===== config.mk =====
export PLATFORM = sky130hd
export DESIGN_NAME = fetch_queue
export DESIGN_NICKNAME = d
export VERILOG_FILES = /design/src/rtl/rv_pkg.sv /design/src/rtl/fq_storage.sv /design/src/rtl/fetch_queue.sv
export SDC_FILE = /design/constraint.sdc
export NUM_CORES = 1
export LEC_CHECK = 0
export BUFFER_PORTS_ARGS = -buffer_cell sky130_fd_sc_hd__buf_2
export CAP_MARGIN = 25
export CORE_ASPECT_RATIO = 0.9
export CORE_MARGIN = 5
export CORE_UTILIZATION = 50
export CTS_CLUSTER_DIAMETER = 150
export CTS_CLUSTER_SIZE = 14
export DETAILED_ROUTE_END_ITERATION = 8
export PLACE_DENSITY = 0.83
export SLEW_MARGIN = 5
export SYNTH_ARGS = -nofsm -noshare
export SYNTH_HDL_FRONTEND = slang
export SYNTH_SLANG_ARGS = --single-unit
export TNS_END_PERCENT = 1

===== constraint.sdc =====
create_clock -name clk -period 4.7 [get_ports clk]
set_input_delay 0.705 -clock clk [delete_from_list [all_inputs] [get_ports clk]]
set_output_delay 0.705 -clock clk [all_outputs]
set_load 0.03 [all_outputs]

===== src/rtl/rv_pkg.sv =====
// rtl/rv_pkg.sv - shared widths and fetch entry type for the 16-bit RISC pipeline
//
// Purpose: constants and the {pc, instr} entry type shared by the fetch,
//          fetch_queue and decode stages.
// Ports:   none (package).
package rv_pkg;

    localparam int PC_W    = 16;
    localparam int INSTR_W = 16;

    // Sequential step between instruction addresses (16-bit instructions).
    localparam logic [PC_W-1:0] PC_STEP = PC_W'(2);

    typedef struct packed {
        logic [PC_W-1:0]    pc;
        logic [INSTR_W-1:0] instr;
    } fetch_entry_t;

endpackage


===== src/rtl/fq_storage.sv =====
// rtl/fq_storage.sv - DEPTH-entry fetch entry register array, one write port, one async read port
//
// Purpose: entry storage for fetch_queue. No reset; the queue's occupancy
//          counter decides which entries are meaningful.
// Ports:
//   clk    in   rising-edge clock
//   we     in   write enable
//   waddr  in   write index
//   wdata  in   entry to write
//   raddr  in   read index
//   rdata  out  entry at raddr (combinational)
module fq_storage
    import rv_pkg::*;
#(
    parameter int DEPTH = 4,
    parameter int PTR_W = $clog2(DEPTH)
) (
    input  logic              clk,
    input  logic              we,
    input  logic [PTR_W-1:0]  waddr,
    input  fetch_entry_t      wdata,
    input  logic [PTR_W-1:0]  raddr,
    output fetch_entry_t      rdata
);

    fetch_entry_t mem [DEPTH];

    always_ff @(posedge clk) begin
        if (we) begin
            mem[waddr] <= wdata;
        end
    end

    assign rdata = mem[raddr];

endmodule


===== src/rtl/fetch_queue.sv =====
// rtl/fetch_queue.sv - in-order fetch-to-decode instruction queue with flush and pc+2
//
// Purpose: buffers up to DEPTH {pc, instr} pairs between fetch and decode,
//          absorbs decode stalls and discards everything on a redirect flush.
// Ports:
//   clk           in   rising-edge clock
//   rst           in   asynchronous active-low reset
//   in_valid      in   fetch presents a pair
//   in_ready      out  queue accepts the pair this cycle (not full)
//   in_pc         in   address of the fetched instruction
//   in_instr      in   fetched instruction word
//   flush         in   redirect; empties the queue, overrides push/pop
//   out_valid     out  head entry valid
//   out_ready     in   decode consumes the head
//   out_pc        out  head address (0 when empty)
//   out_instr     out  head instruction (0 when empty)
//   out_pc_plus2  out  out_pc + 2, wrapping
//   count         out  occupancy
module fetch_queue #(
    parameter int DEPTH   = 4,
    parameter int PC_W    = rv_pkg::PC_W,
    parameter int INSTR_W = rv_pkg::INSTR_W
) (
    input  logic                     clk,
    input  logic                     rst,
    input  logic                     in_valid,
    output logic                     in_ready,
    input  logic [PC_W-1:0]          in_pc,
    input  logic [INSTR_W-1:0]       in_instr,
    input  logic                     flush,
    output logic                     out_valid,
    input  logic                     out_ready,
    output logic [PC_W-1:0]          out_pc,
    output logic [INSTR_W-1:0]       out_instr,
    output logic [PC_W-1:0]          out_pc_plus2,
    output logic [$clog2(DEPTH):0]   count
);

    import rv_pkg::*;

    localparam int PTR_W = $clog2(DEPTH);
    localparam int CNT_W = PTR_W + 1;
    localparam logic [CNT_W-1:0] FULL = CNT_W'(DEPTH);

    logic [PTR_W-1:0] wr_ptr;
    logic [PTR_W-1:0] rd_ptr;
    logic [CNT_W-1:0] occ;
    logic             push;
    logic             pop;
    fetch_entry_t     wr_entry;
    fetch_entry_t     head;

    // Readiness depends on occupancy only: a full queue never takes a pair
    // even when decode pops in the same cycle.
    assign in_ready  = (occ != FULL);
    assign out_valid = (occ != '0);
    assign push      = in_valid && in_ready;
    assign pop       = out_valid && out_ready;

    // DEPTH is a power of two, so the pointers wrap by natural overflow.
    always_ff @(posedge clk or negedge rst) begin
        if (!rst) begin
            wr_ptr <= '0;
            rd_ptr <= '0;
            occ    <= '0;
        end else if (flush) begin
            wr_ptr <= '0;
            rd_ptr <= '0;
            occ    <= '0;
        end else begin
            if (push) begin
                wr_ptr <= wr_ptr + 1'b1;
            end
            if (pop) begin
                rd_ptr <= rd_ptr + 1'b1;
            end
            if (push && !pop) begin
                occ <= occ + 1'b1;
            end else if (pop && !push) begin
                occ <= occ - 1'b1;
            end
        end
    end

    assign wr_entry.pc    = in_pc;
    assign wr_entry.instr = in_instr;

    fq_storage #(
        .DEPTH (DEPTH),
        .PTR_W (PTR_W)
    ) u_storage (
        .clk   (clk),
        .we    (push && !flush),
        .waddr (wr_ptr),
        .wdata (wr_entry),
        .raddr (rd_ptr),
        .rdata (head)
    );

    // Storage is unreset; mask it while empty so stale entries never show.
    assign out_pc       = out_valid ? head.pc    : '0;
    assign out_instr    = out_valid ? head.instr : '0;
    assign out_pc_plus2 = out_pc + PC_STEP;
    assign count        = occ;

endmodule


# Yosys cells after proc, flatten, opt, wreduce, memory -nomap -nowiden
# Memories as Yosys holds them, arrays and structs flattened.
# Cells that the tools add are included.
# Widths: inputs -> output; s select.
dict set report word_totals {
  inputBits 37
  memories 1
  word_cells 33
  register_bits 7
  mem_bits_rw 128
}
# name words width rd rd_ports_with_merged_regs wr line_no
set mem_list {}
lappend mem_list {u_storage.mem 4 32 1 0 1 fq_storage.sv:26} ;# fetch_entry_t mem [DEPTH];
dict set report op_classes {
  n_reduce_logical 12
  n_eq_ne 1
  n_addsub 5
  n_mux 11
}
# cell n
set ops {}
lappend ops {{$mux 16} 2}
lappend ops {{$add 16x2->16 const B} 1}
lappend ops {{$mux 3} 3}
lappend ops {{$mux 2} 4}
lappend ops {{$reduce_bool 3->1} 2}
lappend ops {{$logic_and 1x1->1} 5}
lappend ops {{$add 2x1->2 const B} 2}
lappend ops {{$reduce_bool 2->1} 2}
lappend ops {{$add 3x1->3 const B} 1}
lappend ops {{$logic_not 1->1} 3}
lappend ops {{$ne 3x3->1 const B} 1}
lappend ops {{$sub 3x1->3 const B} 1}
lappend ops {{$mux 1} 2}

# Logic depth before layout (Yosys ltp)
# Gate-level depths: netlist of run 1.
dict set report logic_depth {
  depth_word 7
  mapped_depth 12
  depth_no_buf 10
}

# Hierarchy
# Synthesis of run 1 repeated with hierarchy kept, for this count alone.
dict set report hier_totals {
  cells_unflattened 300
  area_unflattened_um2 5637.9
}
# module cells_each seq_area_each_um2 instances area_each_um2
set by_module_without_submodules {}
lappend by_module_without_submodules {fq_storage 171 3843.7 1 4689.5}
lappend by_module_without_submodules {fetch_queue 129 175.2 1 948.4}

# Worst setup path before layout of run 1
# OpenSTA, ideal clock, no wires.
dict set report synth_path {
  path_type {reg-to-output}
  start {register occ[0] (netlist: count[0])}
  end {output port out_pc_plus2[11]}
  path_stages_with_launch 13
  arrival_ns 3.630
  setup_slack_ns 0.365
  path_cell_list {dfrtp_1 -> nor3_1 -> inv_1 -> clkbuf_2 -> clkbuf_1 -> nand2_1 -> inv_1 -> ha_1 -> nor2b_1 -> o2bb2ai_2 -> nand3_4 -> nor4_1 -> xor2_1}
}
dict set report synth_between {
  elab_chain_cells 3
}
# item line_no
set synth_rtl {}
lappend synth_rtl {{start, declared} fetch_queue.sv:47} ;# logic [CNT_W-1:0] occ;
lappend synth_rtl {{start signal, assigned} fetch_queue.sv:78} ;# occ <= occ + 1'b1;
lappend synth_rtl {{start signal, assigned} fetch_queue.sv:80} ;# occ <= occ - 1'b1;
lappend synth_rtl {{$reduce_bool 3->1} fetch_queue.sv:56} ;# assign out_valid = (occ != '0);
lappend synth_rtl {{net out_valid} fetch_queue.sv:31} ;# output logic out_valid,
lappend synth_rtl {{$mux 16} fetch_queue.sv:101} ;# assign out_pc = out_valid ? head.pc : '0;
lappend synth_rtl {{net out_pc[1]} fetch_queue.sv:33} ;# output logic [PC_W-1:0] out_pc,
lappend synth_rtl {{$add 16x2->16} fetch_queue.sv:103} ;# assign out_pc_plus2 = out_pc + PC_STEP;
lappend synth_rtl {{end, declared} fetch_queue.sv:35} ;# output logic [PC_W-1:0] out_pc_plus2,
# The timed path passes the listed nets, and every way through them passes these cells.

# Final worst setup path of run 1
dict set report layout_path {
  start {register occ[0] (netlist: count[0])}
  end {output port out_pc_plus2[15]}
}
dict set report layout_between {
  elab_chain_cells 3
}
# item line_no
set layout_rtl {}
lappend layout_rtl {{$reduce_bool 3->1} fetch_queue.sv:56}
lappend layout_rtl {{$mux 16} fetch_queue.sv:101}
lappend layout_rtl {{$add 16x2->16} fetch_queue.sv:103}
# Every way passes these cells.

==> results of run 1 <==
[path summary, 6_finish.rpt]
path                                            start                              to  slack (ns)  cells after the start
worst max-delay path             count[0]$_DFFE_PN0P_                out_pc_plus2[15]        0.83                     11
worst min-delay path                              rst            count[1]$_DFFE_PN0P_        0.13                      1
worst max register to register   count[2]$_DFFE_PN0P_  u_storage.mem[2][29]$_DFFE_PP_        2.45                      4
worst min register to register  wr_ptr[1]$_DFFE_PN0P_           wr_ptr[1]$_DFFE_PN0P_        0.59                      2
max in group asynchronous                         rst           rd_ptr[1]$_DFFE_PN0P_        4.39                      1
min in group clk                         in_instr[12]  u_storage.mem[3][12]$_DFFE_PP_        0.51                      1
[cells by family after synthesis]
logic type	count (synthesis)	share of synthesized area
AO/OA/AOI/OAI	6	0.00782
XOR/XNOR	18	0.0274
adder cells (fa/ha/maj)	6	0.0143
buffers and inverters	24	0.0230
flip-flops	135	0.698
multiplexers	37	0.146
AND/OR/NAND/NOR	87	0.0838
[synthesized netlist by cell type (2+ instances only)]
cell type / number / share of area
sky130_fd_sc_hd__nor4_1: 3 / 0.0033
sky130_fd_sc_hd__mux4_2: 22 / 0.086
sky130_fd_sc_hd__edfxtp_1: 128 / 0.67
sky130_fd_sc_hd__xor2_1: 7 / 0.011
sky130_fd_sc_hd__xnor2_1: 11 / 0.017
sky130_fd_sc_hd__buf_2: 2 / 0.0017
sky130_fd_sc_hd__dfrtp_1: 7 / 0.030
sky130_fd_sc_hd__and3_1: 2 / 0.0022
sky130_fd_sc_hd__mux4_1: 12 / 0.055
sky130_fd_sc_hd__clkbuf_1: 5 / 0.0033
sky130_fd_sc_hd__ha_1: 5 / 0.011
sky130_fd_sc_hd__buf_4: 4 / 0.0052
sky130_fd_sc_hd__inv_1: 9 / 0.0059
sky130_fd_sc_hd__nand4_1: 4 / 0.0043
sky130_fd_sc_hd__and2_1: 33 / 0.036
sky130_fd_sc_hd__nand2_1: 19 / 0.012
sky130_fd_sc_hd__nor2_1: 13 / 0.0085
sky130_fd_sc_hd__a21oi_1: 2 / 0.0017
sky130_fd_sc_hd__nand3_1: 5 / 0.0043
sky130_fd_sc_hd__mux2i_1: 2 / 0.0035
[area by class of cell]
cell class | count | area share
Inverter | 10 | 0.00543
Sequential cell | 135 | 0.582
Multi-Input combinational cell | 154 | 0.234
Tap cell | 156 | 0.0282
Timing Repair Buffer | 92 | 0.0677
Clock inverter | 14 | 0.0215
Clock buffer | 18 | 0.0621
[routing by layer]
layer  part of all wire  up-vias  track usage
met5             0.0012        -            0
li1                   -     1419            -
met3              0.082       14       0.0513
met2               0.50      126        0.277
met1               0.40     1537        0.217
met4              0.011        2       0.0465
[power by group through the flow]
stage	Combinational, W	Sequential [W]	Clock, W
after floorplan	0.00128	0.00148	0
after global placement	0.00167	0.00150	0
after detailed placement	0.00170	0.00151	0
after CTS	0.00170	0.00149	0.00129
after global routing	0.00179	0.00150	0.00134
final	0.00169	0.00148	0.00128
[critical path: stages (launching register included)]
cell and delay [ns]:
sky130_fd_sc_hd__dfrtp_1 0.43, sky130_fd_sc_hd__nor3_1 0.67, sky130_fd_sc_hd__inv_1 0.27, sky130_fd_sc_hd__nand2_1 0.17
sky130_fd_sc_hd__inv_1 0.07, sky130_fd_sc_hd__ha_1 0.24, sky130_fd_sc_hd__nor2b_1 0.17, sky130_fd_sc_hd__o2bb2ai_2 0.19
sky130_fd_sc_hd__nand3_4 0.12, sky130_fd_sc_hd__nor4_1 0.06, sky130_fd_sc_hd__xor2_1 0.13, sky130_fd_sc_hd__buf_2 0.21
[metrics by stage]
| step | instances | utilization | hold WS [ns] | area, um^2 |
|---|---|---|---|---|
| 6_report | 579 | 0.610 | 0.128 | 6920 |
| 5_1_grt | 579 | 0.610 | 0.132 | 6920 |
| 4_1_cts | 579 | 0.610 | 0.120 | 6920 |
| 3_5_place_dp | 547 | 0.559 | 0.555 | 6340 |
| 3_3_place_gp | 547 | 0.559 | 0.555 | 6340 |
| 2_1_floorplan | 313 | - | 0.409 | 5760 |
[registers in the layout, indices dropped and copies added, names as in the netlist]
register / cells
wr_ptr: 2
count: 3
rd_ptr: 2
u_storage.mem: 128
==> results by group, run 1 <==
Setup path
  • Data required time of the worst path: around 4 ns
  • Worst Path Class, Setup: flop to output port
  • Startpoint type of the worst setup path: flop
  • Top fanout value on the critical path: 6
  • Arrival time of the worst setup path: ~3.2 ns
  • Critical path capture point type: output port

Synth
  • Sequential fraction of the synthesis area: 0.698
  • Synth async-reset ratio: 0.0519
  • Number of warning messages in the yosys log: 0
  • Net count after synthesis: 356
  • Distinct cells, synth: 38
  • Number of synthesized flops with an enable pin: approximately 130
  • Number of flip-flops and latches in the synthesized netlist: 135
  • Average instance area after synthesis: 18.4 um^2
  • Cell count after synthesis: 313
  • Combined area of all synthesized cells: between 0.005 and 0.006 mm^2
  • Prevailing post-synth register cell: sky130_fd_sc_hd__edfxtp_1

Drt
  • Remaining antenna violation count after routing: 0
  • Iteration count of the initial detailed-routing pass: 4
  • Vias per std cell: around 5.4
  • Average wire per cell in the routed design: approximately 19 um
  • Routed vias: approximately 3100
  • DRC Markers: 0
  • Number of violations reported at the end of detailed-routing iteration 0: 187
  • Detailed-route wire length: between 10000 and 15000 um

Finish
  • Antenna Diode Count: 0
  • Share of final-layout standard cells stronger than drive strength 1: 0.366
  • Total area of sequential cells: around 0.0040 mm^2
  • Leading cell types in the layout, fill and taps excluded: 128 x sky130_fd_sc_hd__edfxtp_1, 89 x sky130_fd_sc_hd__buf_2, 29 x sky130_fd_sc_hd__and2_1
  • Fill cell count: approximately 790
  • Leading cell type in the layout, fill and taps excluded: sky130_fd_sc_hd__edfxtp_1
  • Layout area overhead: 20.0%
  • Number of nets in the final layout: 453
  • Area of combinational cells with multiple inputs: 0.00162 mm^2

Timing
  • Number of hold violations in the final report: 0
  • Share of the clock period used by the worst path after layout: 0.823
  • Setup repair after global routing missed its margin: false
  • Worst Clk Skew: around 0.0056 ns
  • Final worst-path setup slack: between 0.8 and 0.9 ns
  • Minimum period implied by the final worst setup slack: between 3 and 4 ns
  • Pin slew with the least headroom to its limit: approximately 0.9 ns
  • Slew headroom: 0.383
  • Setup TNS: 0 ns
  • Final setup violation count: 0
  • Max Slew Vio Count: 0
  • Fmax achieved: around 260 MHz

Clocking
  • TritonCTS clock tree: built
  • Buffer cell driving the clock tree root: sky130_fd_sc_hd__clkbuf_16
  • Number of buffers on the longest clock path: 2
  • Number of buffers created by CTS: 17
  • Clock sink count: 135
  • Cells resized by post-CTS repair: 0
  • Worst skew pair latency: around 0.4 ns
  • Hold-fix buffers at CTS: 0
  • Number of H-tree levels: 4
  • Reg clk slew, reported paths: approximately 0.06 ns
  • Number of setup buffers added after CTS: 0

Min path
  • Class of the tightest hold or removal check: input port to asynchronous set/reset pin

Power
  • Pwr Total: between 0.004 and 0.005 W
  • Switching portion of total power: 0.379
  • Part of the power in combinational logic: 0.379
  • Power Internal: 0.00276 W
  • Reported net switching power: 0.00169 W
  • Pwr dens: 643 mW/mm^2
  • Proportion of power drawn by flip-flops and latches: 0.334
  • Leakage component of the power: between 2 and 3 nW
  • Fraction of power consumed by the clock network: 0.288
  • Worst IR drop on VDD: around 0.00043 V

Placement
  • Input/output buffers: between 80 and 90
  • Final GP Congestion: slightly below 0.8
  • Post-Place Setup Slack: 1.23 ns
  • Detailed placement HPWL: 7150 um

Die
  • Full die area: about 0.014 mm^2
  • Initial cell density of the core: 0.508
  • Ports placed on the boundary: 90
  • Die boundary width: between 100 and 150 um
  • Count of standard-cell rows: 37
  • Die outline height: around 110 um
  • Area of the core: roughly 0.011 mm^2

Global routing
  • Largest net degree at the start of global routing: 33
  • First-pass GRT wire length: between 15000 and 20000 um
  • Remaining Overflow, GRT: 0
  • Number of global-route vias before repair: 3267
  • Total global-route track usage: 0.168
  • Number of antenna violations at the first check in global routing: 1

Job
  • Max Cap Viol: 0

Outcome
  • Outcome: complete, no violations
No activity file was read; power rests on OpenSTA's default activity.
==> run 2, diff against run 1 <==
--- a/config.mk
+++ b/config.mk
@@ -5,6 +5,7 @@
 export SDC_FILE = /design/constraint.sdc
 export NUM_CORES = 1
 export LEC_CHECK = 0
+export ABC_AREA = 1
 export BUFFER_PORTS_ARGS = -buffer_cell sky130_fd_sc_hd__buf_2
 export CAP_MARGIN = 25
 export CORE_ASPECT_RATIO = 0.9
@@ -13,7 +14,7 @@
 export CTS_CLUSTER_DIAMETER = 150
 export CTS_CLUSTER_SIZE = 14
 export DETAILED_ROUTE_END_ITERATION = 8
-export PLACE_DENSITY = 0.83
+export PLACE_DENSITY = 0.82
 export SLEW_MARGIN = 5
 export SYNTH_ARGS = -nofsm -noshare
 export SYNTH_HDL_FRONTEND = slang
==> constraint.sdc (replaced) <==
create_clock -name clk -period 3.9 [get_ports clk]
set_input_delay 0.585 -clock clk [delete_from_list [all_inputs] [get_ports clk]]
set_output_delay 0.585 -clock clk [all_outputs]
set_load 0.03 [all_outputs]
==> run 2 against run 1 <==
Flip-flop and latch count did not move; synthesized cell count up 75%; largest cell class unchanged; worst hold slack improved by 0.26 ns; synthesized area grew 5.1%; total power increased by 19%; critical path type unchanged; combinational power is 14% higher; sequential share of layout area is 3.2 points lower; utilization up 0.088 points; sequential power grew 16%; clock power increased by 30%; first-iteration DRC count grew 59%; via count up 38%.
==> results by group, run 2 <==
Setup path
  • Top fanout value on the critical path: 22 (+16)
  • Arrival time of the worst setup path: 2.78 ns (-0.38 ns)
  • Critical path capture point type: output port
  • Worst Path Class, Setup: flop to output port
  • Data required time of the worst path: 3.31 ns (-0.68 ns)
  • Startpoint type of the worst setup path: flop

Finish
  • Layout area overhead: 20.9%
  • Leading cell types in the layout, fill and taps excluded: 128 x sky130_fd_sc_hd__edfxtp_1, 101 x sky130_fd_sc_hd__nand2_1, 98 x sky130_fd_sc_hd__nor2_1
  • Max FFs per register: 128 (unchanged)
  • Number of nets in the final layout: 683 (+51%)
  • Fill cell count: 939 (+19%)
  • Register with the most flip-flops: u_storage.mem
  • Leading cell type in the layout, fill and taps excluded: sky130_fd_sc_hd__edfxtp_1
  • Share of final-layout standard cells stronger than drive strength 1: 0.258 (-0.109)
  • Antenna Diode Count: 0 (unchanged)

Synth
  • Dominant combinational cell family by area after synthesis: simple AND/OR/NAND/NOR gates
  • Combined area of all synthesized cells: 0.00605 mm^2 (+5.1%)
  • Proportion of netlist area held by the largest area contributor: 0.635 (-0.0321)
  • Multiplexer fraction of the synthesized cell area: 0 (-0.146)
  • Cell count after synthesis: 547 (+75%)
  • Dominant cell type by area after synthesis: sky130_fd_sc_hd__edfxtp_1
  • Cell with the most instances after synthesis: sky130_fd_sc_hd__edfxtp_1
  • Number of flip-flops and latches in the synthesized netlist: 135 (unchanged)
  • Most frequent cells after synthesis: 128 x sky130_fd_sc_hd__edfxtp_1, 102 x sky130_fd_sc_hd__nor2_1, 101 x sky130_fd_sc_hd__nand2_1
  • Post-synthesis compound-gate area fraction: 0.0606 (+0.0527)
  • Share of the synthesized netlist area taken by xor and xnor gates: 0.0101 (-0.0172)
  • Adder-cell share of the synthesized area: 0.0136 (-0.000690)
  • Synth async-reset ratio: 0.0519 (unchanged)
  • Sequential fraction of the synthesis area: 0.664 (-0.0336)
  • Number of synthesized flops with an enable pin: 128 (unchanged)
  • Net count after synthesis: 590 (+66%)
  • Leading post-synthesis cells by cell area: sky130_fd_sc_hd__edfxtp_1 63%, sky130_fd_sc_hd__nor2_1 6.3%, sky130_fd_sc_hd__nand2_1 6.3%
  • Number of warning messages in the yosys log: 0 (unchanged)
  • Post-synthesis share of cell area spent on and, or, nand and nor gates: 0.199 (+0.115)
  • Prevailing post-synth register cell: sky130_fd_sc_hd__edfxtp_1
  • Average instance area after synthesis: 11.1 um^2 (-40%)
  • Distinct cells, synth: 31 (-18%)

Global routing
  • Total global-route track usage: 0.187 (+0.0188)
  • Remaining Overflow, GRT: 0 (unchanged)
  • First-pass GRT wire length: 21000 um (+22%)
  • Number of global-route vias before repair: 4261 (+30%)
  • Largest net degree at the start of global routing: 60 (+82%)
  • Number of antenna violations at the first check in global routing: 1 (unchanged)

Power
  • Fraction of power consumed by the clock network: 0.314 (+0.026)
  • Pwr Total: 0.00531 W (+19%)
  • Pwr dens: 726 mW/mm^2 (+13%)
  • Reported net switching power: 0.00206 W (+23%)
  • Switching portion of total power: 0.389 (+0.0101)
  • Worst IR drop on VDD: 0.000373 V (-13%)
  • Part of the power in combinational logic: 0.363 (-0.016)
  • Proportion of power drawn by flip-flops and latches: 0.324 (-0.010)
  • Leakage component of the power: 2.92 nW (+16%)
  • Power Internal: 0.00325 W (+17%)

Timing
  • Share of the clock period used by the worst path after layout: 0.863
  • Max Slew Vio Count: 0 (unchanged)
  • Worst Clk Skew: 0.00925 ns (+0.00366 ns)
  • Number of hold violations in the final report: 0 (unchanged)
  • Pin slew with the least headroom to its limit: 0.637 ns (-0.288 ns)
  • Minimum period implied by the final worst setup slack: ~3.4 ns
  • Final setup violation count: 0 (unchanged)
  • Fmax achieved: around 300 MHz
  • Setup TNS: 0 ns (unchanged)
  • Setup repair after global routing missed its margin: false
  • Slew headroom: 0.575 (+0.192)

Drt
  • Detailed-route wire length: 13200 um (+19%)
  • DRC Markers: 0 (unchanged)
  • Average wire per cell in the routed design: 16.3 um (-16%)
  • Vias per std cell: 5.28 (-1.3%)
  • Number of violations reported at the end of detailed-routing iteration 0: 297 (+59%)
  • Routed vias: 4288 (+38%)
  • Iteration count of the initial detailed-routing pass: 5 (+1)
  • Remaining antenna violation count after routing: 0 (unchanged)

Min path
  • Class of the tightest hold or removal check: input port to flop

Die
  • Die boundary width: 126 um (+2.3%)
  • Initial cell density of the core: 0.505 (-0.00278)
  • Area of the core: 0.0120 mm^2 (+5.6%)
  • Ports placed on the boundary: 90 (unchanged)
  • Full die area: 0.0144 mm^2 (+4.6%)
  • Count of standard-cell rows: 38 (+2.7%)
  • Die outline height: 114 um (+2.3%)

Outcome
  • Outcome: complete, no violations

Clocking
  • Cells resized by post-CTS repair: 0 (unchanged)
  • Hold-fix buffers at CTS: 1 (+1)
  • Number of buffers created by CTS: 17 (unchanged)
  • TritonCTS clock tree: built
  • Worst skew pair latency: 0.41 ns (about the same)
  • Buffer cell driving the clock tree root: sky130_fd_sc_hd__clkbuf_16
  • Number of setup buffers added after CTS: 0 (unchanged)
  • Reg clk slew, reported paths: 0.06 ns (about the same)
  • Number of H-tree levels: 4 (unchanged)
  • Clock sink count: 135 (unchanged)
  • Number of buffers on the longest clock path: 2 (unchanged)

Placement
  • Detailed placement HPWL: 7980 um (+12%)
  • Final GP Congestion: 0.860 (+9.2%)
  • Input/output buffers: 89 (unchanged)

Job
  • Max Cap Viol: 0 (unchanged)
## run 2: changes by cell type after synthesis, moves of 9 or more
cell | before | now
sky130_fd_sc_hd__nor2_1 | 13 | 102
sky130_fd_sc_hd__nand2_1 | 19 | 101
sky130_fd_sc_hd__o21ai_0 | 1 | 41
sky130_fd_sc_hd__and2_1 | 33 | 1
sky130_fd_sc_hd__nand3_1 | 5 | 32
sky130_fd_sc_hd__inv_1 | 9 | 33
sky130_fd_sc_hd__mux4_2 | 22 | 0
sky130_fd_sc_hd__a21oi_1 | 2 | 21
sky130_fd_sc_hd__mux4_1 | 12 | 0
sky130_fd_sc_hd__xnor2_1 | 11 | 2
## run 2: cell families after synthesis
group	after synthesis
compound gates	70
xor+xnor	7
fa+ha+maj	6
buf+inv	63
flops	135
simple gates	266
## run 2: path summary, 6_finish.rpt
| path | end | cells past startpoint | slack (ns) | from |
|---|---|---|---|---|
| hold / removal | u_storage.mem[3][26]$_DFFE_PP_ | 1 | 0.39 | in_pc[10] |
| min in group asynchronous | wr_ptr[1]$_DFFE_PN0P_ | 2 | 0.53 | rst |
| max in group asynchronous | rd_ptr[0]$_DFFE_PN0P_ | 2 | 3.18 | rst |
| setup / recovery | out_pc_plus2[9] | 10 | 0.53 | count[0]$_DFFE_PN0P_ |
| setup reg to reg | u_storage.mem[2][1]$_DFFE_PP_ | 7 | 1.69 | count[0]$_DFFE_PN0P_ |
| hold reg to reg | count[0]$_DFFE_PN0P_ | 1 | 0.52 | count[0]$_DFFE_PN0P_ |
## run 2: per-layer routing
metal | vias to the layer above | GRT usage | wire length (um)
met5 | - | 0 | 7
met4 | 2 | 0.0586 | 248
met3 | 25 | 0.0583 | 1010
met2 | 165 | 0.317 | 6390
met1 | 2058 | 0.231 | 5540
li1 | 2038 | - | -
## run 2: power by group through the flow
stage / Combinational [W] / Sequential [W] / Clock [W]
global route: 0.00209 / 0.00173 / 0.00176
CTS: 0.00192 / 0.00172 / 0.00168
floorplan: 0.00142 / 0.00176 / 0
global placement: 0.00187 / 0.00174 / 0
finish: 0.00193 / 0.00172 / 0.00167
detailed placement: 0.00191 / 0.00175 / 0
## run 2: worst max-delay path: stages (launching register included)
cell and delay (ns):
sky130_fd_sc_hd__dfrtp_1 0.40, sky130_fd_sc_hd__inv_1 0.16, sky130_fd_sc_hd__nand3b_4 0.25, sky130_fd_sc_hd__inv_2 0.49, sky130_fd_sc_hd__a21oi_1 0.14, sky130_fd_sc_hd__ha_1 0.29, sky130_fd_sc_hd__nand3_4 0.13, sky130_fd_sc_hd__inv_2 0.05
sky130_fd_sc_hd__nand2_1 0.08, sky130_fd_sc_hd__xor2_1 0.15, sky130_fd_sc_hd__buf_2 0.22
## run 2: per-stage QoR
stage | worst slack (ns) | util | hold WS, ns | area, um^2 | cells
2_1_floorplan | 0.392 | - | 0.289 | 6050 | 547
3_3_place_gp | 1.11 | 0.550 | 0.426 | 6590 | 776
3_5_place_dp | 0.949 | 0.550 | 0.434 | 6590 | 776
4_1_cts | 0.495 | 0.603 | 0.371 | 7220 | 808
5_1_grt | 0.349 | 0.611 | 0.367 | 7320 | 812
6_report | 0.534 | 0.611 | 0.385 | 7320 | 812
## run 2: cell type report
class / count / area, um^2 / share of cell area
clock inverters: 14 / 200 / 0.0274
inverters: 39 / 146 / 0.0200
multi-input cells: 349 / 1740 / 0.238
flip-flops and latches: 135 / 4020 / 0.550
well taps: 160 / 200 / 0.0274
repair buffers: 98 / 581 / 0.0794
clock buffers: 17 / 425 / 0.0581
